**src/rtl/pow_seq.sv**
```systemverilog
// pow_seq: sequential unsigned power unit (square-and-multiply).
//
// Accepts an operand pair (p, q) and produces p**q mod 2^OUT_W after
// exactly EXP_W iterations. The run length does not depend on q.
//
// Ports:
//   clk            - clock, all state updates on the rising edge
//   rst            - synchronous active-high reset
//   data_in        - base p (DATA_W bits, unsigned)
//   exp_in         - exponent q (EXP_W bits, unsigned)
//   data_in_valid  - operand pair offered
//   data_in_ready  - high in IDLE only
//   data_out       - result while data_out_valid is high, zero otherwise
//   data_out_valid - result held until data_out_ready
//   data_out_ready - consumer accepts the result
//   ovf            - true result >= 2^OUT_W (only when POW_OVF_EN is defined)
//
// Build option: define POW_OVF_EN to add the ovf port and overflow tracking.
module pow_seq #(
    parameter int unsigned DATA_W = 8,
    parameter int unsigned EXP_W  = 4,
    parameter int unsigned OUT_W  = 32
) (
    input  logic              clk,
    input  logic              rst,
    input  logic [DATA_W-1:0] data_in,
    input  logic [EXP_W-1:0]  exp_in,
    input  logic              data_in_valid,
    output logic              data_in_ready,
    output logic [OUT_W-1:0]  data_out,
    output logic              data_out_valid,
    input  logic              data_out_ready
`ifdef POW_OVF_EN
    ,
    output logic              ovf
`endif
);

    localparam int unsigned CNT_W = $clog2(EXP_W + 1);
    localparam logic [CNT_W-1:0] LAST_STEP = CNT_W'(EXP_W - 1);

    typedef enum logic [1:0] {
        StIdle,
        StRun,
        StDone
    } state_e;

    state_e            state_q, state_d;
    logic [OUT_W-1:0]  base_q, base_d;
    logic [OUT_W-1:0]  result_q, result_d;
    logic [EXP_W-1:0]  e_q, e_d;
    logic [CNT_W-1:0]  cnt_q, cnt_d;

    logic [OUT_W-1:0]  sq;   // base * base, low OUT_W bits
    logic [OUT_W-1:0]  mul;  // result * base, low OUT_W bits

`ifdef POW_OVF_EN
    logic              base_big_q, base_big_d;
    logic              result_big_q, result_big_d;
    logic [2*OUT_W-1:0] sq_full;
    logic [2*OUT_W-1:0] mul_full;
    logic              sq_hi;
    logic              mul_hi;

    // Full-width products so the discarded upper half can flag overflow.
    assign sq_full  = (2*OUT_W)'(base_q) * (2*OUT_W)'(base_q);
    assign mul_full = (2*OUT_W)'(result_q) * (2*OUT_W)'(base_q);
    assign sq       = sq_full[OUT_W-1:0];
    assign mul      = mul_full[OUT_W-1:0];
    assign sq_hi    = |sq_full[2*OUT_W-1:OUT_W];
    assign mul_hi   = |mul_full[2*OUT_W-1:OUT_W];
`else
    assign sq  = base_q * base_q;
    assign mul = result_q * base_q;
`endif

    always_ff @(posedge clk) begin
        if (rst) begin
            state_q      <= StIdle;
            base_q       <= '0;
            result_q     <= '0;
            e_q          <= '0;
            cnt_q        <= '0;
`ifdef POW_OVF_EN
            base_big_q   <= 1'b0;
            result_big_q <= 1'b0;
`endif
        end else begin
            state_q      <= state_d;
            base_q       <= base_d;
            result_q     <= result_d;
            e_q          <= e_d;
            cnt_q        <= cnt_d;
`ifdef POW_OVF_EN
            base_big_q   <= base_big_d;
            result_big_q <= result_big_d;
`endif
        end
    end

    always_comb begin
        state_d      = state_q;
        base_d       = base_q;
        result_d     = result_q;
        e_d          = e_q;
        cnt_d        = cnt_q;
`ifdef POW_OVF_EN
        base_big_d   = base_big_q;
        result_big_d = result_big_q;
`endif
        case (state_q)
            StIdle: begin
                if (data_in_valid) begin
                    base_d       = OUT_W'(data_in);
                    result_d     = OUT_W'(1);
                    e_d          = exp_in;
                    cnt_d        = '0;
`ifdef POW_OVF_EN
                    base_big_d   = 1'b0;
                    result_big_d = 1'b0;
`endif
                    state_d      = StRun;
                end
            end
            StRun: begin
                if (e_q[0]) begin
                    result_d = mul;
                end
                base_d = sq;
                e_d    = e_q >> 1;
                cnt_d  = cnt_q + CNT_W'(1);
`ifdef POW_OVF_EN
                base_big_d = base_big_q | sq_hi;
                // Multiplying by an already-overflowed base overflows the
                // true result even when the truncated product looks small.
                if (e_q[0]) begin
                    result_big_d = result_big_q | mul_hi | base_big_q;
                end
`endif
                // Fixed-length run: no early exit once e reaches zero.
                if (cnt_q == LAST_STEP) begin
                    state_d = StDone;
                end
            end
            StDone: begin
                if (data_out_ready) begin
                    state_d = StIdle;
                end
            end
            default: begin
                state_d = StIdle;
            end
        endcase
    end

    assign data_in_ready  = (state_q == StIdle);
    assign data_out_valid = (state_q == StDone);
    assign data_out       = (state_q == StDone) ? result_q : '0;
`ifdef POW_OVF_EN
    assign ovf            = (state_q == StDone) ? result_big_q : 1'b0;
`endif

endmodule

```
**config.mk**
```make
export PLATFORM = sky130hd
export DESIGN_NAME = pow_seq
export DESIGN_NICKNAME = d
export VERILOG_FILES = /design/src/rtl/pow_seq.sv
export SDC_FILE = /design/constraint.sdc
export NUM_CORES = 2
export LEC_CHECK = 0
export ABC_CLOCK_PERIOD_IN_PS = 9650
export BUFFER_PORTS_ARGS = -buffer_cell sky130_fd_sc_hd__buf_2
export CAP_MARGIN = 30
export CORE_UTILIZATION = 45
export DETAILED_ROUTE_END_ITERATION = 12
export HOLD_SLACK_MARGIN = 0.1
export PLACE_DENSITY_LB_ADDON = 0.1
export SLEW_MARGIN = 20
export SYNTH_ARGS = -nofsm -noshare
export SYNTH_HDL_FRONTEND = slang
export SYNTH_SLANG_ARGS = --single-unit
```
**constraint.sdc**
```tcl
create_clock -name clk -period 9.65 [get_ports clk]
set_clock_uncertainty 0.1 [all_clocks]
set_input_delay 0.965 -clock clk [delete_from_list [all_inputs] [get_ports clk]]
set_output_delay 0.965 -clock clk [all_outputs]
set_load 0.01 [all_outputs]
```
## Word-level counts from Yosys, hierarchy flattened

Index checks and enable logic that the tools add are counted.

| word-level totals | value |
|---|---|
| word-level logic and storage cells | 34 |
| memories | 0 |
| input port bits | 16 |
| latch bits | 0 |
| output and inout port bits | 34 |
| flip-flop bits (word level) | 73 |
| RAM bits | 0 |
| bits in read-only memories | 0 |

| operators by class | value |
|---|---|
| div/mod/pow operators | 0 |
| equal/unequal tests | 7 |
| $add $sub $neg | 1 |
| reduce and logical (&&, ||, !) cells | 5 |
| mux-type cells | 14 |
| multiply operators | 2 |
| $lt $le $gt $ge | 0 |
| bitwise logic cells | 0 |
| shifts and indexed selects | 0 |

Operators with widths:

| kind | count |
|---|---|
| 2-to-1 mux 32 bit | 4 |
| one-hot mux 32 bit (2 select lines) | 2 |
| multiplier 32 x 32 -> 32 bit | 2 |
| one-hot mux 4 bit (2 select lines) | 1 |
| 2-to-1 mux 2 bit | 3 |
| inequality test 2 bit, second input constant | 3 |
| one-hot mux 2 bit (3 select lines) | 1 |
| one-hot mux 3 bit (2 select lines) | 1 |
| AND reduction 3 bit | 2 |
| 2-to-1 mux 4 bit | 1 |
| adder 3 x 1 -> 3 bit, second input constant | 1 |
| == test 3 x 2 -> 1 bit, second input constant | 1 |
| 2-to-1 mux 3 bit | 1 |
| == test 2 x 1 -> 1 bit, second input constant | 1 |
| == test 2 bit, second input constant | 1 |
| zero test 2 bit | 1 |
| inequality test 2 x 1 -> 1 bit, second input constant | 1 |
| AND reduction 2 bit | 1 |
| nonzero test 2 bit | 1 |

## Depth between registers and ports, before layout

| depth | value |
|---|---|
| depth after elaboration | 3 |
| mapped depth | 28 |
| depth with buffers taken out | 26 |

## Worst setup path before layout

Ideal clock, no wire load.

| path | value |
|---|---|
| kind | flip-flop to flip-flop |
| start | register base_q[4] |
| end | register base_q[31] |
| setup time | 123 ps |
| slack | 2192 ps |
| data required time | 9427 ps |
| stages on the path, launching flop included | 28 |
| clock period less this slack | 7458 ps |
| data arrival time | 7235 ps |
| path buffers | 3 |
| path through | dfxtp_1 clkbuf_1 clkbuf_1 clkbuf_1 nand2_1 fa_1 inv_1 fa_1 inv_1 fa_1 fa_1 inv_1 fa_1 inv_1 fa_1 inv_1 fa_1 fa_1 ha_1 a21o_1 a21oi_1 o21ai_0 o21a_1 o31ai_1 nand3_1 a31oi_1 xnor2_1 o21ai_0 |

| between the ends | value |
|---|---|
| longest elaborated chain between the ends | 2 |

Ends and longest elaborated chain:

| element | line | text |
|---|---|---|
| from (decl) | 49 | `logic [OUT_W-1:0] base_q, base_d;` |
| from (signal assigned) | 90 | `base_q <= base_d;` |
| multiplier 32 x 32 -> 32 bit | 73 | `assign sq = base_q * base_q;` |
| one-hot mux 32 bit (2 select lines) | 111 | `case (state_q)` |

Every way passes these cells.
A chain may end at the register's enable or synchronous reset.

## Worst setup path in the final report

| path | value |
|---|---|
| start | register base_q[7] |
| end | register base_q[31] |

Same word-level chain as after synthesis.

==> qor.txt <==
Status - complete, no violations
H-tree Lvls - 3
Most frequent cells in the layout - inv_1 (804), fa_1 (772), and2_1 (483), nand2_1 (363), ha_1 (257)
M1 WL - 39900 µm
Dominant cell type by area after synthesis - fa_1
P_sw - 527.7 µW
Antenna viol nets, final - 0
Fin crit share - 0.8474
Vias in the first global route - 25730
Post-route DRC - 0
Area Overhead vs Synth - 4.877%
Mapped Cells - 3457
Core Region - 69910 µm²
Wire per inst - 20.91 µm
Vias - 22560
Req. time, crit path - 9.80 ns
Syn Area/Cell - 9.188 µm²
Endpoint class of the critical path - flip-flop
Post-CTS Resized - 0
Most common cell after layout, fill and taps aside - inv_1
Worst min-delay path category - reg -> reg
Maximum Capacitance Violations - 0
# rows - 97
Pleak - 0.01773 µW
DR WL met2 - 44160 µm
Distinct cells, synth - 65
Die height - 267.7 µm
Fmax - 122.3 MHz
Root buf cell - clkbuf_16
DRT iter0 DRCs - 1186
Critical Path Fanout Max - 39
Synth top area share - 0.4866
Overflow after GRT - 0
Unrepaired setup endpoints after global routing - no
FF+latch count, synth - 73
Worst slew pin tran - 1.005 ns
Seq pwr share - 0.290
Clk_lat worst skew - 0.40 ns
Fraction of layout cells with a size suffix above 1 - 0.04557
CTS Buf Count - 9
Comb pwr share - 0.383
Clock buffer depth - 2
TritonCTS clock tree - done
Post-synth EDFFs - 0
NumNets Final - 4441
Pre-antenna DRT Iters - 7
Clk sinks - 73
Setup Crit Path Kind - reg -> reg
Mapped cell area - 31760 µm²
Net Count, Synth - 4502
GRT Util Overall - 0.2737
Setup violators final - 0
Dpl hpwl - 71600 µm
Detailed Route WL - 90770 µm
Clk network pwr share - 0.327
Arr. time, crit path - 8.33 ns
Worst IR Drop VDD - 0.07932 mV
Total negative slack - 0 ns
First-pass GRT wire length - 148100 µm
Share of the yosys chip area belonging to registers - 0.04601
Dpl cells - 4321
CTS Hold Buffers Added - 0
Initial antenna violation count - 4
Largest net degree at the start of global routing - 48
GP Congestion - 0.9112
CTS clk-pin slew, worst paths - 0.07 ns
Int Power - 671.5 µW
Most used DFF post-synth - dfxtp_1
Initial Utilization - 0.4544
Relative slew slack - 0.3293
# Post-CTS Setup Buffers - 0
Fin crit period - 8.178 ns
PortBufs - 49
P per Cell Area - 36.00 nW/µm²
Area of the die - 71650 µm²
Synth async-reset ratio - 0
WL met3 - 4352 µm
Switching part of the total power - 0.4400
Final non-filler cell total - 4342
Yosys Warn Count - 0
Top Ports - 50
Final hold vios - 0
Highest routing layer actually used - met5
Via density - 5.196
Max-slew violations - 0
CP Launch Type - flip-flop
Die Wd - 267.7 µm
Top cells by area, synth - fa_1 (49%), ha_1 (10%), and2_1 (9.5%), inv_1 (9.5%), dfxtp_1 (4.6%)
through the flow:
| stage | setup WS (ns) | total power, µW | utilization | cell area (µm²) | hold WS, ns |
|---|---|---|---|---|---|
| after global routing | 0.9941 | 1266 | 0.4765 | 33310 | 0.4028 |
| after floorplan | 2.192 | 635.7 | - | 31760 | 0.3249 |
| after global placement | 1.628 | 801.5 | 0.4709 | 32920 | 0.3537 |
| after detailed placement | 1.574 | 808.9 | 0.4712 | 32940 | 0.3594 |
| after CTS | 1.554 | 1208 | 0.4756 | 33250 | 0.3693 |
| final | 1.472 | 1199 | 0.4765 | 33310 | 0.3691 |
routing by layer:
layer	GRT usage	vias to the layer above
met1	0.3773	11850
met3	0.02896	132
li1	-	9974
met5	0	-
met4	0.07027	2
met2	0.4596	599
power by group through the flow:
stage	sequential, µW	clock [µW]	combinational [µW]
after floorplan	326	0	310
after global placement	355	0	446
after detailed placement	356	0	453
after CTS	349	402	456
after global routing	349	409	508
final	348	392	459
cell type report:
class | count | area [µm²]
Timing Repair Buffer | 105 | 703.2
Inverter | 804 | 3018
Multi-Input combinational cell | 2403 | 26630
Clock buffer | 9 | 225.2
Tap cell | 940 | 1176
Antenna cell | 1 | 2.502
Sequential cell | 73 | 1476
Fill cell | 6799 | 36600
Clock inverter | 7 | 85.08
cells in the mapped netlist (all sizes together) (4+ instances only):
master	n
nor3	13
nand2b	10
a21oi	47
dfxtp	73
fa	772
nand4	4
inv	804
nand2	363
o21a	12
a211oi	10
or3	5
o21ai	49
clkbuf	175
a31oi	9
and2	483
xnor2	94
a22o	9
a31o	4
a21o	24
nand3	10
nor2	88
and3	9
nor2b	11
a22oi	27
ha	257
xor2	40
flip-flops by register name (all words and copies together), names as in the netlist:
register	flops
e_q	4
result_q	32
state_q	2
base_q	32
cnt_q	3
worst max-delay path: stages (launching register included):
cell	delay (ns)
dfxtp_1	0.55
buf_4	0.53
inv_1	0.31
nor2_1	0.22
fa_1	0.48
fa_1	0.48
fa_1	0.48
inv_1	0.09
fa_1	0.18
inv_1	0.08
fa_1	0.55
inv_1	0.06
fa_1	0.53
inv_1	0.05
fa_1	0.49
fa_1	0.41
ha_1	0.40
nand4_1	0.19
nor3_1	0.65
nand3_1	0.16
a21oi_1	0.36
o31ai_1	0.19
nand3_1	0.12
a31oi_1	0.11
xnor2_1	0.14
o21ai_0	0.08
cell families after synthesis:
kind of cell	count (synthesis)	synth area share
fa+ha+maj	1029	0.5878
compound gates	225	0.04849
xor+xnor	134	0.03695
buf+inv	981	0.1159
flops	73	0.04601
mux	2	0.0006696
simple gates	1013	0.1641
path summary, 6_finish.rpt:
| kind | to | slack [ns] | cells past startpoint | startpoint |
|---|---|---|---|---|
| hold / removal | e_q[1] | 0.37 | 2 | e_q[1] |
| setup / recovery | base_q[31] | 1.47 | 25 | base_q[7] |
| setup reg to reg | base_q[31] | 1.47 | 25 | base_q[7] |
| hold reg to reg | e_q[1] | 0.37 | 2 | e_q[1] |
Power figures use the tool's default switching activity.
